**src/rtl/sap1_display_pkg.sv**
```systemverilog
// Shared types and segment constants for the SAP-1 output display scanner.
// Segment codes are active-low, bit order {g,f,e,d,c,b,a}.
package sap1_display_pkg;

  typedef enum logic [1:0] {
    StIdle    = 2'd0,
    StConvert = 2'd1,
    StCommit  = 2'd2
  } conv_state_e;

  typedef logic [1:0] digit_idx_t;

  localparam logic [6:0] SEG_0     = 7'b1000000;
  localparam logic [6:0] SEG_1     = 7'b1111001;
  localparam logic [6:0] SEG_2     = 7'b0100100;
  localparam logic [6:0] SEG_3     = 7'b0110000;
  localparam logic [6:0] SEG_4     = 7'b0011001;
  localparam logic [6:0] SEG_5     = 7'b0010010;
  localparam logic [6:0] SEG_6     = 7'b0000010;
  localparam logic [6:0] SEG_7     = 7'b1111000;
  localparam logic [6:0] SEG_8     = 7'b0000000;
  localparam logic [6:0] SEG_9     = 7'b0010000;
  localparam logic [6:0] SEG_BLANK = 7'b1111111;

  // Double-dabble correction applied to each BCD nibble before a shift.
  function automatic logic [3:0] add3_if_ge5(input logic [3:0] nib);
    return (nib >= 4'd5) ? nib + 4'd3 : nib;
  endfunction

endpackage

```
**src/rtl/seven_seg_decoder.sv**
```systemverilog
// Combinational BCD digit to active-low 7-segment decoder.
// Non-decimal codes show blank.
module seven_seg_decoder
  import sap1_display_pkg::*;
(
  input  logic [3:0] bcd,
  output logic [6:0] segments_n
);

  always_comb begin
    segments_n = SEG_BLANK;
    unique case (bcd)
      4'd0:    segments_n = SEG_0;
      4'd1:    segments_n = SEG_1;
      4'd2:    segments_n = SEG_2;
      4'd3:    segments_n = SEG_3;
      4'd4:    segments_n = SEG_4;
      4'd5:    segments_n = SEG_5;
      4'd6:    segments_n = SEG_6;
      4'd7:    segments_n = SEG_7;
      4'd8:    segments_n = SEG_8;
      4'd9:    segments_n = SEG_9;
      default: segments_n = SEG_BLANK;
    endcase
  end

endmodule

```
**src/rtl/output_display_scanner.sv**
```systemverilog
// SAP-1 output display: sequential double-dabble binary-to-BCD plus 3-digit scan.
// Define LEADING_ZERO_BLANK_EN to blank leading zeros on the hundreds and tens digits.
module output_display_scanner
  import sap1_display_pkg::*;
#(
  parameter int unsigned SCAN_DIV = 50000
) (
  input  logic        Clock,
  input  logic        reset_n,
  input  logic [7:0]  value_in,
  output logic        busy,
  output logic [11:0] bcd_out,
  output logic [2:0]  anode_n,
  output logic [6:0]  segments_n
);

`ifdef LEADING_ZERO_BLANK_EN
  localparam logic LzBlank = 1'b1;
`else
  localparam logic LzBlank = 1'b0;
`endif

  localparam logic [15:0] PrescMax = 16'(SCAN_DIV - 1);

  conv_state_e state_q, state_d;
  logic [7:0]  last_value_q, last_value_d;
  logic [19:0] shift_q, shift_d;
  logic [19:0] shift_adj;
  logic [2:0]  bit_cnt_q, bit_cnt_d;
  logic [11:0] bcd_q, bcd_d;

  logic [15:0] presc_q, presc_d;
  digit_idx_t  digit_sel_q, digit_sel_d;
  logic [2:0]  anode_q, anode_d;
  logic [6:0]  seg_q, seg_d;
  logic [3:0]  cur_digit;
  logic        cur_blank;
  logic [6:0]  dec_seg;
  logic        wrap;

  // Converter
  assign shift_adj = {add3_if_ge5(shift_q[19:16]), add3_if_ge5(shift_q[15:12]),
                      add3_if_ge5(shift_q[11:8]), shift_q[7:0]};

  always_comb begin
    state_d      = state_q;
    last_value_d = last_value_q;
    shift_d      = shift_q;
    bit_cnt_d    = bit_cnt_q;
    bcd_d        = bcd_q;
    unique case (state_q)
      StIdle: begin
        if (value_in != last_value_q) begin
          shift_d      = {12'h000, value_in};
          last_value_d = value_in;
          bit_cnt_d    = 3'd0;
          state_d      = StConvert;
        end
      end
      StConvert: begin
        shift_d   = {shift_adj[18:0], 1'b0};
        bit_cnt_d = bit_cnt_q + 3'd1;
        if (bit_cnt_q == 3'd7) state_d = StCommit;
      end
      StCommit: begin
        bcd_d   = shift_q[19:8];
        state_d = StIdle;
      end
      default: state_d = StIdle;
    endcase
  end

  always_ff @(posedge Clock or negedge reset_n) begin
    if (!reset_n) begin
      state_q      <= StIdle;
      last_value_q <= 8'h00;
      shift_q      <= 20'h00000;
      bit_cnt_q    <= 3'd0;
      bcd_q        <= 12'h000;
    end else begin
      state_q      <= state_d;
      last_value_q <= last_value_d;
      shift_q      <= shift_d;
      bit_cnt_q    <= bit_cnt_d;
      bcd_q        <= bcd_d;
    end
  end

  assign busy    = (state_q != StIdle);
  assign bcd_out = bcd_q;

  // Scanner: outputs are registered from the next digit index so anode and
  // segments switch together on the wrap edge.
  assign wrap = (presc_q == PrescMax);

  always_comb begin
    presc_d     = wrap ? 16'd0 : presc_q + 16'd1;
    digit_sel_d = digit_sel_q;
    if (wrap) digit_sel_d = (digit_sel_q == 2'd2) ? 2'd0 : digit_sel_q + 2'd1;
  end

  always_comb begin
    cur_digit = bcd_q[3:0];
    cur_blank = 1'b0;
    anode_d   = 3'b110;
    unique case (digit_sel_d)
      2'd1: begin
        cur_digit = bcd_q[7:4];
        cur_blank = LzBlank && (bcd_q[11:4] == 8'h00);
        anode_d   = 3'b101;
      end
      2'd2: begin
        cur_digit = bcd_q[11:8];
        cur_blank = LzBlank && (bcd_q[11:8] == 4'h0);
        anode_d   = 3'b011;
      end
      default: begin
        cur_digit = bcd_q[3:0];
        cur_blank = 1'b0;
        anode_d   = 3'b110;
      end
    endcase
    seg_d = cur_blank ? SEG_BLANK : dec_seg;
  end

  seven_seg_decoder u_dec (
    .bcd        (cur_digit),
    .segments_n (dec_seg)
  );

  always_ff @(posedge Clock or negedge reset_n) begin
    if (!reset_n) begin
      presc_q     <= 16'd0;
      digit_sel_q <= 2'd0;
      anode_q     <= 3'b110;
      seg_q       <= SEG_0;
    end else begin
      presc_q     <= presc_d;
      digit_sel_q <= digit_sel_d;
      anode_q     <= anode_d;
      seg_q       <= seg_d;
    end
  end

  assign anode_n    = anode_q;
  assign segments_n = seg_q;

endmodule

```
**config.mk**
```make
export PLATFORM = sky130hd
export DESIGN_NAME = output_display_scanner
export DESIGN_NICKNAME = d
export VERILOG_FILES = /design/src/rtl/sap1_display_pkg.sv /design/src/rtl/seven_seg_decoder.sv /design/src/rtl/output_display_scanner.sv
export SDC_FILE = /design/constraint.sdc
export NUM_CORES = 1
export LEC_CHECK = 0
export CORE_MARGIN = 2
export CORE_UTILIZATION = 45
export CTS_CLUSTER_SIZE = 40
export DETAILED_ROUTE_END_ITERATION = 10
export GPL_ROUTABILITY_DRIVEN = 1
export MAX_ROUTING_LAYER = met4
export PLACE_DENSITY = 0.7
export SETUP_SLACK_MARGIN = 0.2
export SLEW_MARGIN = 20
export SYNTH_ARGS = -nofsm -noshare
export SYNTH_HDL_FRONTEND = slang
export SYNTH_HIERARCHICAL = 1
export SYNTH_SLANG_ARGS = --single-unit
```
**constraint.sdc**
```tcl
create_clock -name Clock -period 5.5 [get_ports Clock]
set_clock_uncertainty 0.2 [all_clocks]
set_input_delay 1.1 -clock Clock [delete_from_list [all_inputs] [get_ports Clock]]
set_output_delay 1.1 -clock Clock [all_outputs]
set_load 0.01 [all_outputs]
```
Yosys cells after proc, flatten, opt, wreduce, memory -nomap -nowiden
Memories as Yosys holds them, arrays and structs flattened. A register that Yosys moved wholly into a read port is not among the register bits.
Cells that the tools add are included.
Widths: inputs -> output; s select.

operators by class
  add/sub/neg operators = 6
  magnitude comparators = 3
  equality and inequality tests = 10
  multiplexer cells = 15
  reductions and logical operators = 7

operators with widths
  cell                   count
  $pmux 20 s2            1
  $mux 20                1
  $add 16x1->16 const B  1
  $eq 16x16->1 const B   1
  $mux 16                1
  $ge 4x3->1 const B     3
  $pmux 3 s2             2
  $add 4x2->4 const B    2
  $mux 2                 4
  $mux 4                 2
  $ne 8x8->1             1
  $pmux 4 s2             1
  $eq 2x2->1 const B     3
  $mux 3                 2
  $reduce_and 2->1       3
  $eq 2x1->1 const B     2
  $ne 2x2->1 const B     2
  $pmux 2 s2             1
  $reduce_bool 2->1      2
  $add 3x1->3 const B    1
  $add 3x2->3 const B    1
  $eq 3x3->1 const B     1
  $add 2x1->2 const B    1
  $logic_not 2->1        1
  $logic_not 1->1        1

storage, ports and cells
  register bits = 66
  bits in read-only memories = 112
  bits of input ports = 10
  output and inout port bits = 23
  word-level logic and storage cells = 50
  memories = 1

memory list
  name             depth  width  read ports  clocked after Yosys merged registers in  write ports  line                     source
  (no name shown)  16     7      1           1                                        0            seven_seg_decoder.sv:12  unique case (bcd)

Logic depth before layout (Yosys ltp)
  depth after elaboration = 5
  depth in mapped cells = 14
  gate-level depth less buffers = 13

By module
Netlist, hierarchy kept.

by module, submodules not included
  module                  instances  cells an instance  area an instance (µm²)  seq. area each (µm²)
  output_display_scanner  1          299                3320.7                  1830.5
  seven_seg_decoder       1          33                 210.2                   0.0

Worst setup path before layout
Ideal clock, no wire load.

  kind = register to register
  from = register presc_q[4]
  to = register seg_q[3], in the netlist segments_n[3]
  setup time = 130 ps
  arrival time = 3084 ps
  required time = 5170 ps
  slack = 2087 ps
  stages on the path, launching flop included = 13
  path buffers = 2
  clock period less this slack = 3413 ps
  cell sequence = dfrtp_1 -> or4b_4 -> nor4_4 -> buf_6 -> mux2i_1 -> ha_1 -> clkbuf_1 -> o21ai_0 -> inv_1 -> ha_1 -> or2_1 -> a21oi_2 -> a31oi_1

between the ends
  word-level cells in the longest chain between the ends = 4
  elaborated cells on any way between the ends = 5
  those cells by class = 3 x eq/ne; 2 x mux

RTL lines
  what                                      line                           source
  start: declaration                        output_display_scanner.sv:32   logic [15:0] presc_q, presc_d;
  start signal: assignment                  output_display_scanner.sv:138  presc_q <= presc_d;
  $eq 16x16->1 (*)                          output_display_scanner.sv:94   assign wrap = (presc_q == PrescMax);
  $mux 2 (*)                                output_display_scanner.sv:99   if (wrap) digit_sel_d = (digit_sel_q == 2'd2) ? 2'd0 : digit_sel_q + 2'd1;
  via digit_sel_d[1]                        output_display_scanner.sv:33   digit_idx_t digit_sel_q, digit_sel_d;
  $eq 2x2->1 or $eq 2x1->1 (tied branches)  output_display_scanner.sv:106  unique case (digit_sel_d)
  $pmux 4 s2 (*)                            output_display_scanner.sv:106
  via cur_digit[1]                          output_display_scanner.sv:36   logic [3:0] cur_digit;
  end: declaration                          output_display_scanner.sv:35   logic [6:0] seg_q, seg_d;

Mark *: on every way through the listed nets, which the timed path passes. The rest lies on a longest branch.
A chain may end at the register's enable or synchronous reset.

Worst setup path in the final report
  from = register presc_q[7]
  to = register seg_q[3], in the netlist segments_n[3]

between the ends
  word-level cells in the longest chain between the ends = 4
  elaborated cells on any way between the ends = 5
  those cells by class = 3 x eq/ne; 2 x mux

RTL lines
  what                                      line
  $eq 16x16->1 (*)                          output_display_scanner.sv:94
  $mux 2 (*)                                output_display_scanner.sv:99
  $eq 2x2->1 or $eq 2x1->1 (tied branches)  output_display_scanner.sv:106
  $pmux 4 s2 (*)                            output_display_scanner.sv:106
  via cur_digit[1]                          output_display_scanner.sv:36

Marks and branches as above.

==> results summary <==
The flow ran to the end, and the final reports show no timing, DRC or antenna violations. The number of nets handed over by synthesis was 358. For this configuration, the core starts out at a cell density of 46.2%.

The number of pins with negative max-slew slack in the final report is 0. The number of cells upsized or downsized after cts is 0. The static power due to leakage is 0.00177 uW. The clock edge transition at the registers on the reported setup and hold paths came out at 0.07 ns. The first-iteration detailed-routing DRC count is 85. The wire length reported by the detailed router came out at 6.22 mm. The cell row count came out at 32. The die is 92.6 um wide. The most critical setup path has its startpoint at presc_q[7]. The power per cell area came out at 475 nW/um^2. The reported max-cap violation count is 0. The port buffer count is 32. The number of buffer and inverter stages on the critical path came out at 1. Measured against its own limit, the worst slew margin works out to 35.7%. The final setup violation count came out at 0. The number of remaining DRC errors is 0. The post-detailed-route count of antenna-violating nets is 0. Timing would allow up to 0.252 GHz. The worst ir drop on vdd came out at 226 uV. The synthesized cell area is 3530 sq um.

In this run the critical register-to-register path is captured at segments_n[3]. The placer congestion estimate came out at 0.831. The die is 92.6 um tall.

The kind of end point of the critical path is a register. STA classifies the critical path startpoint as a register. The slack of the worst reg-to-reg path is 1.53 ns. The number of buffers added for setup after CTS came out at 0.

The min-delay analysis places its worst path in the category reg2reg. The end point of the critical path is segments_n[3]. Summed over all failing endpoints, the final setup total negative slack is 0 ns.

Counting flops with a built-in enable in the synthesized netlist gives 0. Entering global routing, the biggest net connects 41 pins. The final standard cell utilization of the core is 53.3%.

The length in cells of the worst reg-to-reg path is 11. The slew at the pin with the worst max-slew slack came out at 0.955 ns. The synthesized design devotes to its leading area cell type 49.6% of total area. The number of H-tree branching levels came out at 3. The non-filler instance count after layout is 471. Detailed placement ended at an HPWL of 4.33 mm. After synthesis, the most frequently instantiated cells are 70 x sky130_fd_sc_hd__dfrtp_1, 49 x sky130_fd_sc_hd__nand2_1, 24 x sky130_fd_sc_hd__o21ai_0. The clock buffer count from CTS came out at 9. The area growth from synthesis to layout is 15.5%. The final count of hold timing violations was 0. The most numerous cell type found on the critical path is sky130_fd_sc_hd__ha_1.

The die covers 8570 sq um. Dividing the detail-routed wire length by the instance count gives 13.2 um. The placeable core area came out at 7650 sq um. The total routing resource utilization after global routing is 16.4%.

In this run the critical register-to-register path is launched from presc_q[7]. The clock sink count came out at 73. STA puts the critical path data required time at 5.48 ns. The worst stage delay on the critical path came out at 0.62 ns.

For this run the aggregate overflow at the end of global routing stands at 0. 33 I/O pins were placed. The total of hold buffers inserted after clock tree synthesis came out at 0. The first-pass GRT wire length is 10.8 mm. Clock tree synthesis selected as its root buffer the cell sky130_fd_sc_hd__clkbuf_8. The detailed-router iteration count before antenna repair came out at 4. The sequential cell area fraction in the yosys report is 51.8%. The post-layout minimum cycle time is 3.97 ns. On the critical path, the stage with the largest delay is an instance of sky130_fd_sc_hd__nor4_4. The via count of the first global-routing pass is 2,308. The number of distinct library cell variants in the gate-level netlist after synthesis is 46. The mean cell area of the mapped netlist came out at 10.6 sq um.

The most common cell in the synthesized netlist is sky130_fd_sc_hd__dfrtp_1. The kind of cell with the highest combined delay along the critical path is simple AND/OR/NAND/NOR gates. The initial antenna violation count is 0. The post-placement cell area is 3920 sq um. The number of standard cells after synthesis is 332.

The worst-case clock buffer depth is 2. The critical path crosses 11 cells after its start point. The insertion delay of the later-clocked pin in the worst-skew pair is 0.34 ns.

For this run, asynchronously set or reset flops after synthesis account for 100%. The largest fanout on the critical path is 13. With fillers left out, the area of the finished cells amounts to 4080 sq um. The fill cell instance count of the final layout is 689. The count of nets after finishing is 390. The data arrival at the endpoint of the critical path is 3.95 ns. The register bit total from synthesis is 73. The number of antenna repair diodes is 0. The worst setup path is of the reg2reg kind. TritonCTS built the clock tree.

For this run, the number of Yosys warnings is 6. The ratio of final minimum period to clock period came out at 72.3%. In the post-synthesis netlist, the biggest area contributors are sky130_fd_sc_hd__dfrtp_1 50%, sky130_fd_sc_hd__ha_1 5.7%, sky130_fd_sc_hd__nand2_1 5.2%. Traced cell by cell, the critical path runs through or4b_4, nor4_4, mux2i_1, ha_1, a22oi_1, o21ai_0, inv_1, ha_1, or2_1, a21oi_2, a31oi_1.

The fraction of layout instances using a drive strength above 1 is 10.3%. Setup repair after global routing left no endpoint under its margin. The average via count per standard cell came out at 5.18. The routed layout has 2,439 vias.

Counting tap cells, the placed design contains a total of 455 instances. sky130_fd_sc_hd__dfrtp_1 takes more of the synthesized area than any other cell. The most frequently used flop master after synthesis is sky130_fd_sc_hd__dfrtp_1.
## worst min path at each step
stage / start / endpoint / depth (start not counted) / slack [ns]
2_1_floorplan: presc_q[0] / presc_q[0] / 1 / 0.22
3_3_place_gp: presc_q[0] / presc_q[0] / 1 / 0.24
3_5_place_dp: presc_q[0] / presc_q[0] / 1 / 0.26
4_1_cts: presc_q[0] / presc_q[0] / 1 / 0.27
5_1_grt: presc_q[0] / presc_q[0] / 1 / 0.29
6_report: presc_q[0] / presc_q[0] / 1 / 0.27
## worst reg2reg max path, delay by kind of cell (launching register included)
| family | cells | cell delay, ns |
|---|---|---|
| and+or+nand+nor | 3 | 1.38 |
| AOI/OAI and AO/OA | 4 | 0.76 |
| DFF | 1 | 0.43 |
| adders and majority gates | 2 | 0.50 |
| buffers and inverters | 1 | 0.20 |
| muxes | 1 | 0.33 |
## layout by cell type, fill, tap and decap left out, types with 4 or more instances in the layout
master | synthesis | layout
sky130_fd_sc_hd__xnor2_1 | 15 | 15
sky130_fd_sc_hd__a31oi_1 | 4 | 4
sky130_fd_sc_hd__dfrtp_1 | 70 | 70
sky130_fd_sc_hd__nand2b_1 | 11 | 11
sky130_fd_sc_hd__ha_1 | 16 | 16
sky130_fd_sc_hd__nor2_1 | 15 | 15
sky130_fd_sc_hd__nand2_1 | 49 | 49
sky130_fd_sc_hd__o21ai_0 | 24 | 24
sky130_fd_sc_hd__a221o_1 | 7 | 7
sky130_fd_sc_hd__inv_1 | 16 | 16
sky130_fd_sc_hd__a22oi_1 | 4 | 4
sky130_fd_sc_hd__nand4_1 | 7 | 7
sky130_fd_sc_hd__a21oi_1 | 7 | 7
sky130_fd_sc_hd__xor2_1 | 9 | 9
sky130_fd_sc_hd__clkinv_2 | 0 | 4
sky130_fd_sc_hd__clkdlybuf4s50_1 | 0 | 31
sky130_fd_sc_hd__clkbuf_8 | 0 | 9
sky130_fd_sc_hd__mux2_2 | 12 | 12
sky130_fd_sc_hd__and2_1 | 9 | 9
sky130_fd_sc_hd__nand3_1 | 4 | 4
sky130_fd_sc_hd__o22ai_1 | 5 | 5
## per-stage QoR
step	hold slack (ns)	total power [uW]	worst slack (ns)
3_3_place_gp	0.236	1580	1.66
4_1_cts	0.273	1960	1.50
5_1_grt	0.295	2090	1.17
6_report	0.266	1940	1.53
2_1_floorplan	0.222	1360	2.09
3_5_place_dp	0.264	1610	1.52
## registers in the layout (all words and copies together), names as in the netlist
name	count
bcd_out	12
digit_sel_q	2
bit_cnt_q	3
anode_n	3
shift_q	20
state_q	2
last_value_q	8
presc_q	16
segments_n	7
## layout make-up
class	count	area, sq um	area share [%]
sequential	73	1830	44.9
inverter	16	60.1	1.47
clock inverter	4	20.0	0.491
multi-input combinational	231	1580	38.8
clock buffer	12	135	3.31
timing repair buffer	33	323	7.92
tap	102	128	3.13
## routing by layer
metal  share of wire [%]  global-route usage (%)
met3                 3.2                    4.15
met1                  49                    21.3
met2                  46                    24.4
met5                   0                       -
met4                 1.5                    7.34
## where the power goes
group / switching, uW / internal [uW] / leakage [uW]
Clock: 187 / 161 / 0.0000839
Sequential: 118 / 711 / 0.000918
Combinational: 379 / 380 / 0.000764
## cells by family (layout without fill, tap and decap cells)
logic type | Yosys count | in the layout | share of synthesized area [%]
AND/OR/NAND/NOR | 113 | 113 | 16.7
multiplexers | 15 | 15 | 4.68
flip-flops | 73 | 73 | 51.8
XOR/XNOR | 24 | 24 | 5.95
buffers and inverters | 28 | 65 | 3.44
adder cells (fa/ha/maj) | 16 | 16 | 5.67
AO/OA/AOI/OAI | 63 | 63 | 11.7
Note: power is estimated with default switching activity, not from simulation.
==> RTL change 1: new RTL, same flow settings <==
`shift_q` no longer has a reset.
--- a/src/rtl/output_display_scanner.sv
+++ b/src/rtl/output_display_scanner.sv
@@ -75,5 +75,4 @@
       state_q      <= StIdle;
       last_value_q <= 8'h00;
-      shift_q      <= 20'h00000;
       bit_cnt_q    <= 3'd0;
       bcd_q        <= 12'h000;
@@ -81,8 +80,11 @@
       state_q      <= state_d;
       last_value_q <= last_value_d;
-      shift_q      <= shift_d;
       bit_cnt_q    <= bit_cnt_d;
       bcd_q        <= bcd_d;
     end
+  end
+
+  always_ff @(posedge Clock) begin
+    shift_q <= shift_d;
   end
 
Behaviour: no difference found for any inputs over 10 cycles, from zero or initial values and one cycle with reset_n low; that may be too few to reach the edited logic, so the function may still have changed.
==> RTL change 1 against the original RTL <==
- worst setup slack better by 0.30 ns
- via count down 6.1%
- wire length down 5.0%
- synthesized cell count down 3.6%
- worst hold slack better by 0.027 ns
- sequential cell count unchanged
- design area up 0.43%
- combinational power up 0.5%
- non-clock buffer count unchanged
- synthesized area up 0.32%
- sequential power up 9.6%
- total power up 5.2%
==> RTL change 1: results <==
synth:
  synth_edf_count: 20
  yosysUniqueCellTypes: 41
  synthTopCellsByArea: "dfrtp_1 (35%), edfxtp_1 (17%), ha_1 (5.7%)"
  ys_async_sr_fraction: 0.726
  synth_fp_nets: 346
  synthTopCellsByCount: "dfrtp_1 (50), nand2_1 (49), nor2_1 (23)"
  seq_area_frac_synth: 0.545
  synth_warnings: 6
  synthCells: 320
min_path:
  hold_class: "reg2reg"
global_routing:
  use_met3: 0.0382
  grt_pass1_vias: 2200
  grtUsageMet1: 0.197
  grt_use_total: 0.157
  grt_start_max_net_pins: 54
  grt_pass1_wl_mm: 10.4
placed_design:
  dp_cells: 444
  finalWeightedCongestion: 0.828
  place_ws_ns: 1.82
  placedInstanceArea_sq_um: 3930
  dpl.hpwl_mm: 4.23
setup_path:
  cp_max_fo: 8
  slowest_delay_ns: 0.45
  path_delay_family: "compound AO/OA/AOI/OAI gates"
  crit_slowest_cell: "o21ai_0"
  cp.arrival_ns: 3.65
clock_network:
  clk_pin_slew_ns: 0.07
  numCtsBuffers: 9
  clock_latency_ns: 0.34
  clk_path_buf_depth: 2
  clock_sinks: 73
  ctsHtreeMaxLevel: 3
  cts.repair.resized: 0
power_and_ir_drop:
  p_leak_nw: 1.77
  peakVddDrop_mv: 0.291
final_layout:
  nNetsFinal: 379
  seq_share: 0.471
  largest_reg_flops: 20
  multi_input_area_sq_um: 1490
  layout-drive-gt1-share: 0.123
  layout.cells.non_filler: 460
  final_util: 0.533
  clk_share: 0.0416
  nMultiInputCombCells: 222
  nNonClkInverters: 14
  final-nonclk-buf-share: 0.0788
  n_all_buffers: 33
  fill_cells: 694
drt:
  dr_wl_met2_mm: 2.78
  first_iter_violations: 81
  met3_length_um: 243
  vias: 2291
  met1_length_mm: 2.76
  wl_mm: 5.91
  top_layer_used: "met4"
timing:
  finalHoldWorstSlack_ns: 0.292
  worstMarginPinSlew_ns: 0.908
  max_freq_mhz: 272
outcome:
  outcome: "complete, no violations"
floorplanning:
  die_w_um: 92.7
[RTL change 1: final timing paths]
kind,start,to,cells after the start
worst min register to register,presc_q[0],presc_q[0],1
worst max-delay path,presc_q[0],segments_n[3],13
worst max register to register,presc_q[0],segments_n[3],13
max in group asynchronous,reset_n,digit_sel_q[1],2
min in group asynchronous,reset_n,presc_q[13],2
worst min-delay path,presc_q[0],presc_q[0],1
[RTL change 1: report_power, final]
group	internal, mW	switching, mW	total [mW]
registers	0.796	0.114	0.910
clock network	0.162	0.201	0.363
logic	0.376	0.386	0.763
total	1.33	0.701	2.04
[RTL change 1: cell families (layout without fill, tap and decap cells)]
| logic type | after synthesis | in the layout | share of synthesized area |
|---|---|---|---|
| mux | 15 | 15 | 0.0526 |
| simple gates | 122 | 122 | 0.176 |
| compound gates | 44 | 44 | 0.0742 |
| flops | 73 | 73 | 0.545 |
| xor+xnor | 25 | 25 | 0.0618 |
| buf+inv | 25 | 63 | 0.0339 |
| fa+ha+maj | 16 | 16 | 0.0565 |
==> RTL change 2: new RTL, config.mk and constraints unchanged <==
Made on the original files. Add a define of `LEADING_ZERO_BLANK_EN`.
--- a/src/rtl/output_display_scanner.sv
+++ b/src/rtl/output_display_scanner.sv
@@ -1,4 +1,6 @@
 // SAP-1 output display: sequential double-dabble binary-to-BCD plus 3-digit scan.
 // Define LEADING_ZERO_BLANK_EN to blank leading zeros on the hundreds and tens digits.
+`define LEADING_ZERO_BLANK_EN
+
 module output_display_scanner
   import sap1_display_pkg::*;
Behaviour: no difference found for any inputs over 10 cycles, from zero or initial values and one cycle with reset_n low; that may be too few to reach the edited logic, so the function may still have changed.
==> RTL change 2 against the original RTL <==
- total power increased by 6.1%
- worst hold slack better by 0.032 ns
- die area up 2.0%
- worst setup slack worse by 0.17 ns
- critical path depth increased by 1
- global-route usage increased by 0.71 points
- design area rose by 2.9%
- wire length up 5.9%
- sequential cell count unchanged
- synthesized area grew 2.1%
- maximum frequency shrank 4.1%
- critical path type unchanged
- highest routed layer unchanged
==> RTL change 2: results <==
placed_design:
  dpl.hpwl_mm: 4.65
  dp_cells: 469
  finalWeightedCongestion: 0.830
  placedInstanceArea_sq_um: 3990
  numPortBuffers: 32
power_and_ir_drop:
  peakVddDrop_mv: 0.266
  p_leak_nw: 1.83
clock_network:
  ctsHtreeMaxLevel: 3
  cts.repair.resized: 0
  clk_pin_slew_ns: 0.07
  postCtsSetupBuffers: 0
  clock_latency_ns: 0.34
drt:
  first_iter_violations: 181
  wire_per_inst_um: 13.6
  vias: 2512
  dr.pass1.iters: 4
synth:
  synthTopCellsByCount: "dfrtp_1 (70), nand2_1 (50), o21ai_0 (25)"
  yosysUniqueCellTypes: 47
  ys_async_sr_fraction: 1.00
  synthTopCellsByArea: "dfrtp_1 (49%), ha_1 (5.6%), nand2_1 (5.2%)"
  seq_area_frac_synth: 0.508
  synthCells: 346
  synth_fp_nets: 372
min_path:
  hold_class: "reg2reg"
  hold_path_depth: 2
  min_to: "shift_q[8]"
  worstHoldStart: "shift_q[7]"
final_layout:
  antenna_cells: 0
  layout.cells.non_filler: 485
  largest_reg_flops: 20
  fill_cells: 676
  top_register: "shift_q"
  layout-drive-gt1-share: 0.0966
  nNetsFinal: 404
  synthToLayoutAreaGrowth_pct: 16.4
global_routing:
  grt_use_total: 0.171
  grt_pass1_vias: 2489
  grt_pass1_wl_mm: 11.5
  antenna_found_initial: 0
  grt_start_max_net_pins: 47
  grt-ovfl-total: 0
setup_path:
  cp_max_fo: 13
  slowest_delay_ns: 0.61
  cp.arrival_ns: 4.17
  regToRegStartpoint: "presc_q[7]"
  reg2reg_depth: 12
  reg2reg_slack_ns: 1.36
  path_delay_family: "simple AND/OR/NAND/NOR gates"
  crit_slowest_cell: "nor4_4"
timing:
  finalHoldWorstSlack_ns: 0.298
  relSlewSlack: 0.285
outcome:
  outcome: "complete, no violations"
-- RTL change 2: changes by cell type in the layout (fill, tap and decap cells not counted), moves of 2 or more --
cell and delta:
clkbuf_8 +2, clkinv_2 -2, nand2b_1 +5, nor2_1 +5
-- RTL change 2: cell type report --
| class | instances | share of cell area |
|---|---|---|
| inverters | 16 | 0.0143 |
| clock buffers | 13 | 0.0379 |
| flip-flops and latches | 73 | 0.436 |
| clock inverters | 3 | 0.00955 |
| well taps | 102 | 0.0304 |
| multi-input cells | 245 | 0.394 |
| repair buffers | 33 | 0.0776 |
-- RTL change 2: worst max-delay path by stage --
stage                     startpoint       endpoint  slack (ns)
final                     presc_q[7]  segments_n[3]        1.36
after global routing      presc_q[7]  segments_n[3]        0.99
after CTS                 presc_q[5]  segments_n[3]        1.35
after detailed placement  presc_q[5]  segments_n[3]        1.36
after global placement    presc_q[5]  segments_n[3]        1.52
after floorplan           presc_q[5]  segments_n[3]        1.95
-- RTL change 2: kinds of logic (layout without fill, tap and decap cells) --
family          after synthesis  after routing  synth area share
buf+inv                      28             65            0.0337
flops                        73             73             0.508
fa+ha+maj                    16             16            0.0556
compound gates               63             63             0.115
simple gates                126            126             0.182
xor+xnor                     25             25            0.0608
mux                          15             15            0.0458
-- RTL change 2: tightest hold or removal path: cells and delay by family (launching register included) --
family / cells / cell delay [ns]
AO/OA/AOI/OAI: 1 / 0.05
flip-flops: 1 / 0.36
AND/OR/NAND/NOR: 1 / 0.06
-- RTL change 2: where the power goes --
part           total [mW]  switching (mW)  internal (mW)
Clock               0.417           0.184          0.233
Sequential          0.839           0.126          0.713
Combinational       0.799           0.393          0.406
-- RTL change 2: per-layer routing --
layer	wire, um	up-vias	global-route usage
li1	-	1260	-
met1	3130	1209	0.207
met2	3170	39	0.274
met3	258	4	0.0483
met4	28	0	0.0637
met5	0	-	-
